$ cat config.mk
export PLATFORM = sky130hd
export DESIGN_NAME = rbus_d2r_dev_tx_flat
export DESIGN_NICKNAME = d
export VERILOG_FILES = /design/src/rtl/rbus_pkg.sv /design/src/rtl/rbus_d2r_dev_tx_if.sv /design/src/rtl/rbus_pkt_buf.sv /design/src/rtl/rbus_d2r_dev_tx.sv /design/src/flat_wrapper.sv
export SDC_FILE = /design/constraint.sdc
export NUM_CORES = 1
export LEC_CHECK = 0
export CAP_MARGIN = 15
export CORE_MARGIN = 2
export CORE_UTILIZATION = 30
export DETAILED_ROUTE_END_ITERATION = 10
export SETUP_SLACK_MARGIN = 0.3
export SLEW_MARGIN = 10
export SYNTH_ARGS = -nofsm -noshare
export SYNTH_HDL_FRONTEND = slang
export SYNTH_SLANG_ARGS = --single-unit
$ cat constraint.sdc
create_clock -name clk -period 29.5 [get_ports clk]
set_input_delay 5.9 -clock clk [delete_from_list [all_inputs] [get_ports clk]]
set_output_delay 5.9 -clock clk [all_outputs]
set_load 0.1 [all_outputs]
$ cat src/rtl/rbus_pkg.sv
// Shared ring-bus definitions: ctrl field offsets, data flag bit,
// slot lengths, device FSM states and a request-word builder.
package rbus_pkg;

    localparam int CTRL_W = 12;
    localparam int DATA_W = 72;

    // ctrl on data words (sof=0)
    localparam int REQ_V   = 11;
    localparam int PRIO_HI = 10;
    localparam int PRIO_LO = 9;
    localparam int LONG    = 8;
    localparam int ID_HI   = 7;
    localparam int ID_LO   = 0;

    // ctrl on header words (sof=1)
    localparam int GNT_V = 11;
    localparam int GLONG = 10;

    // header data: slot occupied
    localparam int OCC = 71;

    localparam int SHORT_LEN_DEF = 2;
    localparam int LONG_LEN_DEF  = 9;

    typedef enum logic [2:0] {
        IDLE,
        LOAD,
        REQ,
        WAIT,
        SEND
    } tx_state_t;

    function automatic logic [CTRL_W-1:0] req_word(
        input logic [1:0] prio,
        input logic       long_k,
        input logic [7:0] id
    );
        logic [CTRL_W-1:0] w;
        w                  = '0;
        w[REQ_V]           = 1'b1;
        w[PRIO_HI:PRIO_LO] = prio;
        w[LONG]            = long_k;
        w[ID_HI:ID_LO]     = id;
        return w;
    endfunction

endpackage

$ cat src/rtl/rbus_d2r_dev_tx_if.sv
// Ring segment plus device write port of the d2r transmitter.
// master: ring source / device side; slave: the transmitter.
interface rbus_d2r_dev_tx_if;
    import rbus_pkg::*;

    logic              i_sof;
    logic [CTRL_W-1:0] i_ctrl;
    logic [DATA_W-1:0] i_data;
    logic              o_sof;
    logic [CTRL_W-1:0] o_ctrl;
    logic [DATA_W-1:0] o_data;
    logic              tx_wr;
    logic [DATA_W-1:0] tx_data;
    logic              tx_last;
    logic [1:0]        tx_prio;
    logic              tx_rdy;
    logic              tx_done;
    logic              tx_err;

    modport master (
        output i_sof, i_ctrl, i_data,
        output tx_wr, tx_data, tx_last, tx_prio,
        input  o_sof, o_ctrl, o_data,
        input  tx_rdy, tx_done, tx_err
    );

    modport slave (
        input  i_sof, i_ctrl, i_data,
        input  tx_wr, tx_data, tx_last, tx_prio,
        output o_sof, o_ctrl, o_data,
        output tx_rdy, tx_done, tx_err
    );

endinterface

$ cat src/rtl/rbus_pkt_buf.sv
// Packet buffer: DEPTH x W registers, one write and one read port.
// Ports: clk, rst (sync, low), clr, wr/wdata, rd_init/rd_inc, count, rptr, hdr, rdata.
module rbus_pkt_buf #(
    parameter int DEPTH = 9,
    parameter int W     = 72,
    parameter int CW    = 4
) (
    input  logic          clk,
    input  logic          rst,
    input  logic          clr,
    input  logic          wr,
    input  logic [W-1:0]  wdata,
    input  logic          rd_init,
    input  logic          rd_inc,
    output logic [CW-1:0] count,
    output logic [CW-1:0] rptr,
    output logic [W-1:0]  hdr,
    output logic [W-1:0]  rdata
);

    logic [W-1:0] mem [DEPTH];

    always_ff @(posedge clk) begin
        if (!rst || clr) begin
            count <= '0;
            rptr  <= '0;
        end else begin
            if (wr && count < CW'(DEPTH))
                count <= count + 1'b1;
            if (rd_init)
                rptr <= CW'(1);
            else if (rd_inc)
                rptr <= rptr + 1'b1;
        end
    end

    always_ff @(posedge clk) begin
        if (wr && count < CW'(DEPTH))
            mem[count] <= wdata;
    end

    assign hdr = mem[0];

    // slot words past the packet end are padded with zero
    assign rdata = (rptr < count) ? mem[rptr] : '0;

endmodule

$ cat src/rtl/rbus_d2r_dev_tx.sv
// d2r device transmitter: buffers one packet, requests a slot, fills the granted slot.
// Ports: clk, rst (sync, active-low), bus (ring in/out + device tx port, slave modport).
module rbus_d2r_dev_tx
    import rbus_pkg::*;
#(
    parameter logic [7:0] DEV_ID      = 8'h01,
    parameter int         REQ_TIMEOUT = 256,
    parameter int         SHORT_LEN   = SHORT_LEN_DEF,
    parameter int         LONG_LEN    = LONG_LEN_DEF
) (
    input logic              clk,
    input logic              rst,
    rbus_d2r_dev_tx_if.slave bus
);

    localparam int CW = $clog2(LONG_LEN + 1);
    localparam int TW = $clog2(REQ_TIMEOUT + 1);

    tx_state_t         state;
    logic [TW-1:0]     timer;
    logic [1:0]        prio_q;
    logic              kind_q;
    logic              o_sof_q;
    logic [CTRL_W-1:0] o_ctrl_q;
    logic [DATA_W-1:0] o_data_q;
    logic              done_q;
    logic              err_q;

    logic [CW-1:0]     count;
    logic [CW-1:0]     rptr;
    logic [DATA_W-1:0] hdr;
    logic [DATA_W-1:0] hdr_occ;
    logic [DATA_W-1:0] rdata;

    logic tx_rdy;
    logic accept;
    logic last_wr;
    logic free_req;
    logic grant_hit;
    logic slot_last;
    logic buf_clr;
    logic rd_init;
    logic rd_inc;

    assign tx_rdy  = (state == IDLE) || (state == LOAD);
    assign accept  = tx_rdy && bus.tx_wr;
    // the LONG_LEN-th word closes the packet whether or not it is last
    assign last_wr = accept && (bus.tx_last || count == CW'(LONG_LEN - 1));

    assign free_req  = !bus.i_sof && !bus.i_ctrl[REQ_V];
    assign grant_hit = bus.i_sof
                    && bus.i_ctrl[GNT_V]
                    && bus.i_ctrl[ID_HI:ID_LO] == DEV_ID
                    && bus.i_ctrl[GLONG] == kind_q
                    && !bus.i_data[OCC];

    assign slot_last = rptr == (kind_q ? CW'(LONG_LEN - 1)
                                       : CW'(SHORT_LEN - 1));

    assign rd_init = (state == WAIT) && grant_hit;
    assign rd_inc  = (state == SEND) && !bus.i_sof;
    assign buf_clr = rd_inc && slot_last;

    always_comb begin
        hdr_occ      = hdr;
        hdr_occ[OCC] = 1'b1;
    end

    rbus_pkt_buf #(
        .DEPTH (LONG_LEN),
        .W     (DATA_W),
        .CW    (CW)
    ) u_buf (
        .clk     (clk),
        .rst     (rst),
        .clr     (buf_clr),
        .wr      (accept),
        .wdata   (bus.tx_data),
        .rd_init (rd_init),
        .rd_inc  (rd_inc),
        .count   (count),
        .rptr    (rptr),
        .hdr     (hdr),
        .rdata   (rdata)
    );

    always_ff @(posedge clk) begin
        if (!rst) begin
            state    <= IDLE;
            timer    <= '0;
            prio_q   <= '0;
            kind_q   <= 1'b0;
            o_sof_q  <= 1'b0;
            o_ctrl_q <= '0;
            o_data_q <= '0;
            done_q   <= 1'b0;
            err_q    <= 1'b0;
        end else begin
            o_sof_q  <= bus.i_sof;
            o_ctrl_q <= bus.i_ctrl;
            o_data_q <= bus.i_data;
            done_q   <= 1'b0;
            unique case (state)
                IDLE, LOAD: begin
                    if (accept) begin
                        if (count == '0)
                            prio_q <= bus.tx_prio;
                        if (last_wr) begin
                            kind_q <= (int'(count) + 1) > SHORT_LEN;
                            if (!bus.tx_last)
                                err_q <= 1'b1;
                            state <= REQ;
                        end else begin
                            state <= LOAD;
                        end
                    end
                end
                REQ: begin
                    if (free_req) begin
                        o_ctrl_q <= req_word(prio_q, kind_q, DEV_ID);
                        timer    <= '0;
                        state    <= WAIT;
                    end
                end
                WAIT: begin
                    if (grant_hit) begin
                        o_sof_q  <= 1'b1;
                        o_ctrl_q <= '0;
                        o_data_q <= hdr_occ;
                        state    <= SEND;
                    end else if (timer == TW'(REQ_TIMEOUT - 1)) begin
                        state <= REQ;
                    end else begin
                        timer <= timer + 1'b1;
                    end
                end
                SEND: begin
                    // a header inside our slot means the ring is broken
                    if (bus.i_sof) begin
                        err_q <= 1'b1;
                        state <= REQ;
                    end else begin
                        o_data_q <= rdata;
                        if (slot_last) begin
                            done_q <= 1'b1;
                            state  <= IDLE;
                        end
                    end
                end
                default: state <= IDLE;
            endcase
        end
    end

    assign bus.o_sof   = o_sof_q;
    assign bus.o_ctrl  = o_ctrl_q;
    assign bus.o_data  = o_data_q;
    assign bus.tx_rdy  = tx_rdy;
    assign bus.tx_done = done_q;
    assign bus.tx_err  = err_q;

endmodule
$ cat src/flat_wrapper.sv
// flat-port wrapper written by rule: the top's interface ports become plain ports
module rbus_d2r_dev_tx_flat import rbus_pkg::*;
#(
    parameter logic [7:0] DEV_ID      = 8'h01,
    parameter int         REQ_TIMEOUT = 256,
    parameter int         SHORT_LEN   = SHORT_LEN_DEF,
    parameter int         LONG_LEN    = LONG_LEN_DEF
)
  (clk, rst, bus_i_sof, bus_i_ctrl, bus_i_data, bus_tx_wr, bus_tx_data, bus_tx_last, bus_tx_prio, bus_o_sof, bus_o_ctrl, bus_o_data, bus_tx_rdy, bus_tx_done, bus_tx_err);
  rbus_d2r_dev_tx_if bus_i ();
  input logic clk;
  input logic rst;
  input wire logic [$bits(bus_i.i_sof)-1:0] bus_i_sof;
  input wire logic [$bits(bus_i.i_ctrl)-1:0] bus_i_ctrl;
  input wire logic [$bits(bus_i.i_data)-1:0] bus_i_data;
  input wire logic [$bits(bus_i.tx_wr)-1:0] bus_tx_wr;
  input wire logic [$bits(bus_i.tx_data)-1:0] bus_tx_data;
  input wire logic [$bits(bus_i.tx_last)-1:0] bus_tx_last;
  input wire logic [$bits(bus_i.tx_prio)-1:0] bus_tx_prio;
  output wire logic [$bits(bus_i.o_sof)-1:0] bus_o_sof;
  output wire logic [$bits(bus_i.o_ctrl)-1:0] bus_o_ctrl;
  output wire logic [$bits(bus_i.o_data)-1:0] bus_o_data;
  output wire logic [$bits(bus_i.tx_rdy)-1:0] bus_tx_rdy;
  output wire logic [$bits(bus_i.tx_done)-1:0] bus_tx_done;
  output wire logic [$bits(bus_i.tx_err)-1:0] bus_tx_err;
  assign bus_i.i_sof = bus_i_sof;
  assign bus_i.i_ctrl = bus_i_ctrl;
  assign bus_i.i_data = bus_i_data;
  assign bus_i.tx_wr = bus_tx_wr;
  assign bus_i.tx_data = bus_tx_data;
  assign bus_i.tx_last = bus_tx_last;
  assign bus_i.tx_prio = bus_tx_prio;
  assign bus_o_sof = bus_i.o_sof;
  assign bus_o_ctrl = bus_i.o_ctrl;
  assign bus_o_data = bus_i.o_data;
  assign bus_tx_rdy = bus_i.tx_rdy;
  assign bus_tx_done = bus_i.tx_done;
  assign bus_tx_err = bus_i.tx_err;
  rbus_d2r_dev_tx #(.DEV_ID(DEV_ID), .REQ_TIMEOUT(REQ_TIMEOUT), .SHORT_LEN(SHORT_LEN), .LONG_LEN(LONG_LEN)) u_core (.clk(clk), .rst(rst), .bus(bus_i));
endmodule
==> run summary <==
The run finished with clean final reports. The internal power of the cells totals 1830 uW. Dividing the detail-routed wire length by the instance count gives 23.0 um.

The pin count of the biggest net entering global routing was 94; the total of warnings raised by yosys was 0. Number of buffers inserted by post-CTS setup repair: 0. The tools report the initial core utilization as 30.2%.

The share of the Yosys chip area taken by registers is 75.5%. Summed over all layers, the global routing overflow is 0. The worst setup path is launched from an input port.

The total vias in the final route was 15447; the number of distinct library cell variants in the gate-level netlist after synthesis was 62. The part of the power in registers was 50.9%. The post-route antenna net violation count was 0. Setup repair after global routing left no endpoint under its margin. The clock network is responsible for 42.6% of the overall power. In the layout the commonest cells are edfxtp_1, clkdlybuf4s50_1, mux4_2. The number of nets handed over by synthesis was 1725.

The number of instances resized during post-cts repair was 0; the count of filler cells inserted in the layout was 8630. The dominant delay contributor by cell family on the critical path was buffers and inverters. TritonCTS built the clock tree.

For this design the top-level I/O count stands at 251. The post-synthesis to final-layout area growth was 22.8%; the initial antenna violation count was 9. Counting both buffers and inverters, the worst setup path holds a total of 2.

For this block, the routed nets add up to 72300 um of wire. The clock reaches the later pin of the worst-skew pair after 0.65 ns. In this run the deepest clock path goes through 3 buffers. The tree is rooted in a clkbuf_16.

The worst hold path class was register to register. The remaining design rule violation count was 0; the clock period minus final worst setup slack was 8.69 ns. Synthesis handed over a netlist of 1552 instances. The final clock skew was 0.0376 ns.

The power spent charging and discharging nets came out at 532 uW. The critical path in this run is classified as input port to register. The die height came out at 313 um. Along the worst path, the maximum fanout reaches 65. The first element of the critical path is bus_tx_wr. The path with the worst hold slack has its endpoint at u_core.bus.o_data[37]. Start point of the worst min-delay path: u_core.u_buf.mem[8][37]. The synthesized design spends more area on one cell type than any other, namely edfxtp_1. The die covers 98100 um^2. Net switching is 22.5% of the power. The via count of the first global-routing pass is 16253, and the actual transition at the worst max-transition pin is 1.17 ns.

Among all flip-flop cells after synthesis, the most frequent one is edfxtp_1. In this run the cell area of the synthesized design comes to 28700 um^2. The first global-routing pass estimated 107000 um of wire. The tools report the number of endpoints failing setup at the final stage as 0. The die is 313 um wide.

The largest stage delay on the critical path was 1.01 ns. The number of standard-cell rows in the floorplan came out at 113. On the critical path, the stage with the largest delay is an instance of buf_4. The congestion estimate from routability-driven global placement came to 0.781. The fraction of layout instances using a drive strength above 1 was 16.2%.

Traced cell by cell, the critical path runs through clkdlybuf4s50_1, or3b_2, nor4_2, buf_4. In the synthesized netlist the async set-or-reset flop fraction comes to 0%. The power density over cell area came out at 67.1 nW/um^2. Buffers placed on the I/O ports in this run total 250.

Clock tree synthesis inserted a total of 80 buffers. The peak clock frequency supported by timing was 115 MHz; the number of synthesized flops with an enable pin was 648. The worst setup path is captured at a register. The analysis attributes to cell leakage a power of 0.0110 uW.

The H-tree was split into 3 levels. At the end of the flow, the number of nets in the layout was 1980. Data on the critical path arrives at its endpoint at 8.92 ns. Maximum VDD drop: 38.7 uV. The run gives 0 as the max-slew violation total from the final report. In this run the standard cell core region covers 94900 um^2. The clock drives 758 sinks. The global-route usage over all layers is 14.6%. The tool flagged a number of max-cap violations equal to 0.

The number of hold buffers added after cts is 0. The number of search-and-repair iterations in the first detailed-routing pass was 7. The run gives 29.73 ns as the worst endpoint required time. The detailed placer's ending HPWL was 42400 um; the worst slew slack as a fraction of its limit was 21.9%. Averaged over all synthesized cells, the footprint is 18.5 um^2. After synthesis, the cell types taking the most area are edfxtp_1, mux4_2, dfxtp_1. In this run the critical register-to-register path is launched from u_core.u_buf.rptr[3].

The cell depth of the worst min-delay path was 1; the length in cells of the worst reg-to-reg path was 6. The capture instance of the worst register-to-register path is u_core.bus.o_data[40]. The leading cell type in the layout, fill and taps excluded was edfxtp_1. In this run the register-to-register setup slack is 25.93 ns.

After synthesis the netlist holds a flip-flop and latch count of 758. The via density per instance came out at 4.92. After clock tree synthesis, the clock-pin slew on the worst setup and hold paths is 0.06 ns. The share of synthesized area in the top cell type comes to 67.8%. The final clock period utilization by the worst path came out at 29.5%. Adding up every negative setup slack in the final design gives 0 ns. The run gives 3141 as the final non-filler cell total. In this run, the number of DRC markers left after iteration 0 of detailed routing was 1034. The logs give 0 for the final hold violation count and 6.5% for the portion of total power attributed to combinational logic.

The tools report the count of placed standard cells including taps as 2990.
## worst max path at each step
| stage | end | slack (ns) | cells after the start |
|---|---|---|---|
| 3_3_place_gp | u_core.u_buf.mem[1][26] | 20.21 | 4 |
| 4_1_cts | u_core.u_buf.mem[1][14] | 20.78 | 4 |
| 6_report | u_core.u_buf.mem[1][12] | 20.81 | 4 |
| 3_5_place_dp | u_core.u_buf.mem[1][26] | 20.13 | 4 |
| 2_1_floorplan | u_core.u_buf.mem[1][0] | 15.49 | 3 |
| 5_1_grt | u_core.u_buf.mem[1][12] | 20.65 | 4 |
## cell usage after synthesis (3+ instances only)
cell type	n
nor2_1	102
nor2b_1	4
clkbuf_1	42
nor3_1	13
nand3_1	21
nand3b_1	5
xnor2_1	11
nand2b_1	5
nand4_1	3
a21oi_1	57
a32o_1	3
and2_1	16
mux4_2	142
inv_1	10
edfxtp_1	648
o22ai_1	58
a22o_1	9
a211o_1	10
o21ai_0	19
or3_1	58
buf_2	33
mux2i_1	19
clkbuf_2	3
a31oi_1	13
dfxtp_1	110
nand2_1	17
ha_1	10
buf_1	15
a221o_1	3
a211oi_1	6
a22oi_1	46
buf_4	3
o2bb2ai_1	3
## cell type report
cell class                      instances  area [um^2]  area share (%)
Multi-Input combinational cell        685         6620            18.8
Inverter                               12         50.0           0.142
Antenna cell                            2         5.00          0.0142
Clock buffer                          112         2210            6.28
Sequential cell                       758        21700            61.5
Clock inverter                         37          430            1.22
Tap cell                             1265         1580            4.49
Timing Repair Buffer                  270         2670            7.56
## routing by layer
metal  share of wire, %  track usage (%)
met1                 44             19.6
met2                 48             23.7
met3                6.2             3.34
met4                2.1             4.50
met5               0.11                0
## cell families after synthesis
| logic type | after synthesis | share of synthesized area [%] |
|---|---|---|
| XOR/XNOR | 12 | 0.366 |
| adder cells (fa/ha/maj) | 10 | 0.436 |
| AO/OA/AOI/OAI | 241 | 5.55 |
| buffers and inverters | 109 | 1.65 |
| AND/OR/NAND/NOR | 260 | 4.66 |
| flip-flops | 758 | 75.5 |
| multiplexers | 162 | 11.8 |
## worst reg2reg max path: cells and delay by family, from the launching register on
family / cells / cell delay [ns]
buf+inv: 2 / 1.17
compound gates: 1 / 0.32
simple gates: 3 / 1.38
flops: 1 / 0.57
## through the flow
step / hold slack, ns / setup slack, ns / util [%] / instance area, um^2 / power [uW]
6_report: 0.476 / 20.81 / 37.1 / 35200 / 2360
5_1_grt: 0.501 / 20.65 / 37.1 / 35200 / 2440
4_1_cts: 0.474 / 20.78 / 37.1 / 35200 / 2390
3_5_place_dp: 0.460 / 20.13 / 34.4 / 32600 / 1380
3_3_place_gp: 0.458 / 20.21 / 34.4 / 32600 / 1380
2_1_floorplan: 0.437 / 15.49 / - / 28700 / 1310
## power groups by stage
| stage | logic [uW] | clock network [uW] | registers [uW] |
|---|---|---|---|
| finish | 153 | 1010 | 1200 |
| global route | 162 | 1070 | 1210 |
| CTS | 155 | 1030 | 1200 |
| detailed placement | 155 | 0 | 1230 |
| global placement | 152 | 0 | 1230 |
| floorplan | 40.3 | 0 | 1270 |
## flip-flops by register name, indices dropped and copies added (netlist names)
| name | cells |
|---|---|
| u_core.bus.o_ctrl | 12 |
| u_core.bus.o_data | 72 |
| u_core.bus.o_sof | 1 |
| u_core.bus.tx_done | 1 |
| u_core.bus.tx_err | 1 |
| u_core.kind_q | 1 |
| u_core.prio_q | 2 |
| u_core.state | 3 |
| u_core.timer | 9 |
| u_core.u_buf.count | 4 |
| u_core.u_buf.mem | 648 |
| u_core.u_buf.rptr | 4 |
Note: power is estimated with default switching activity, not from simulation.
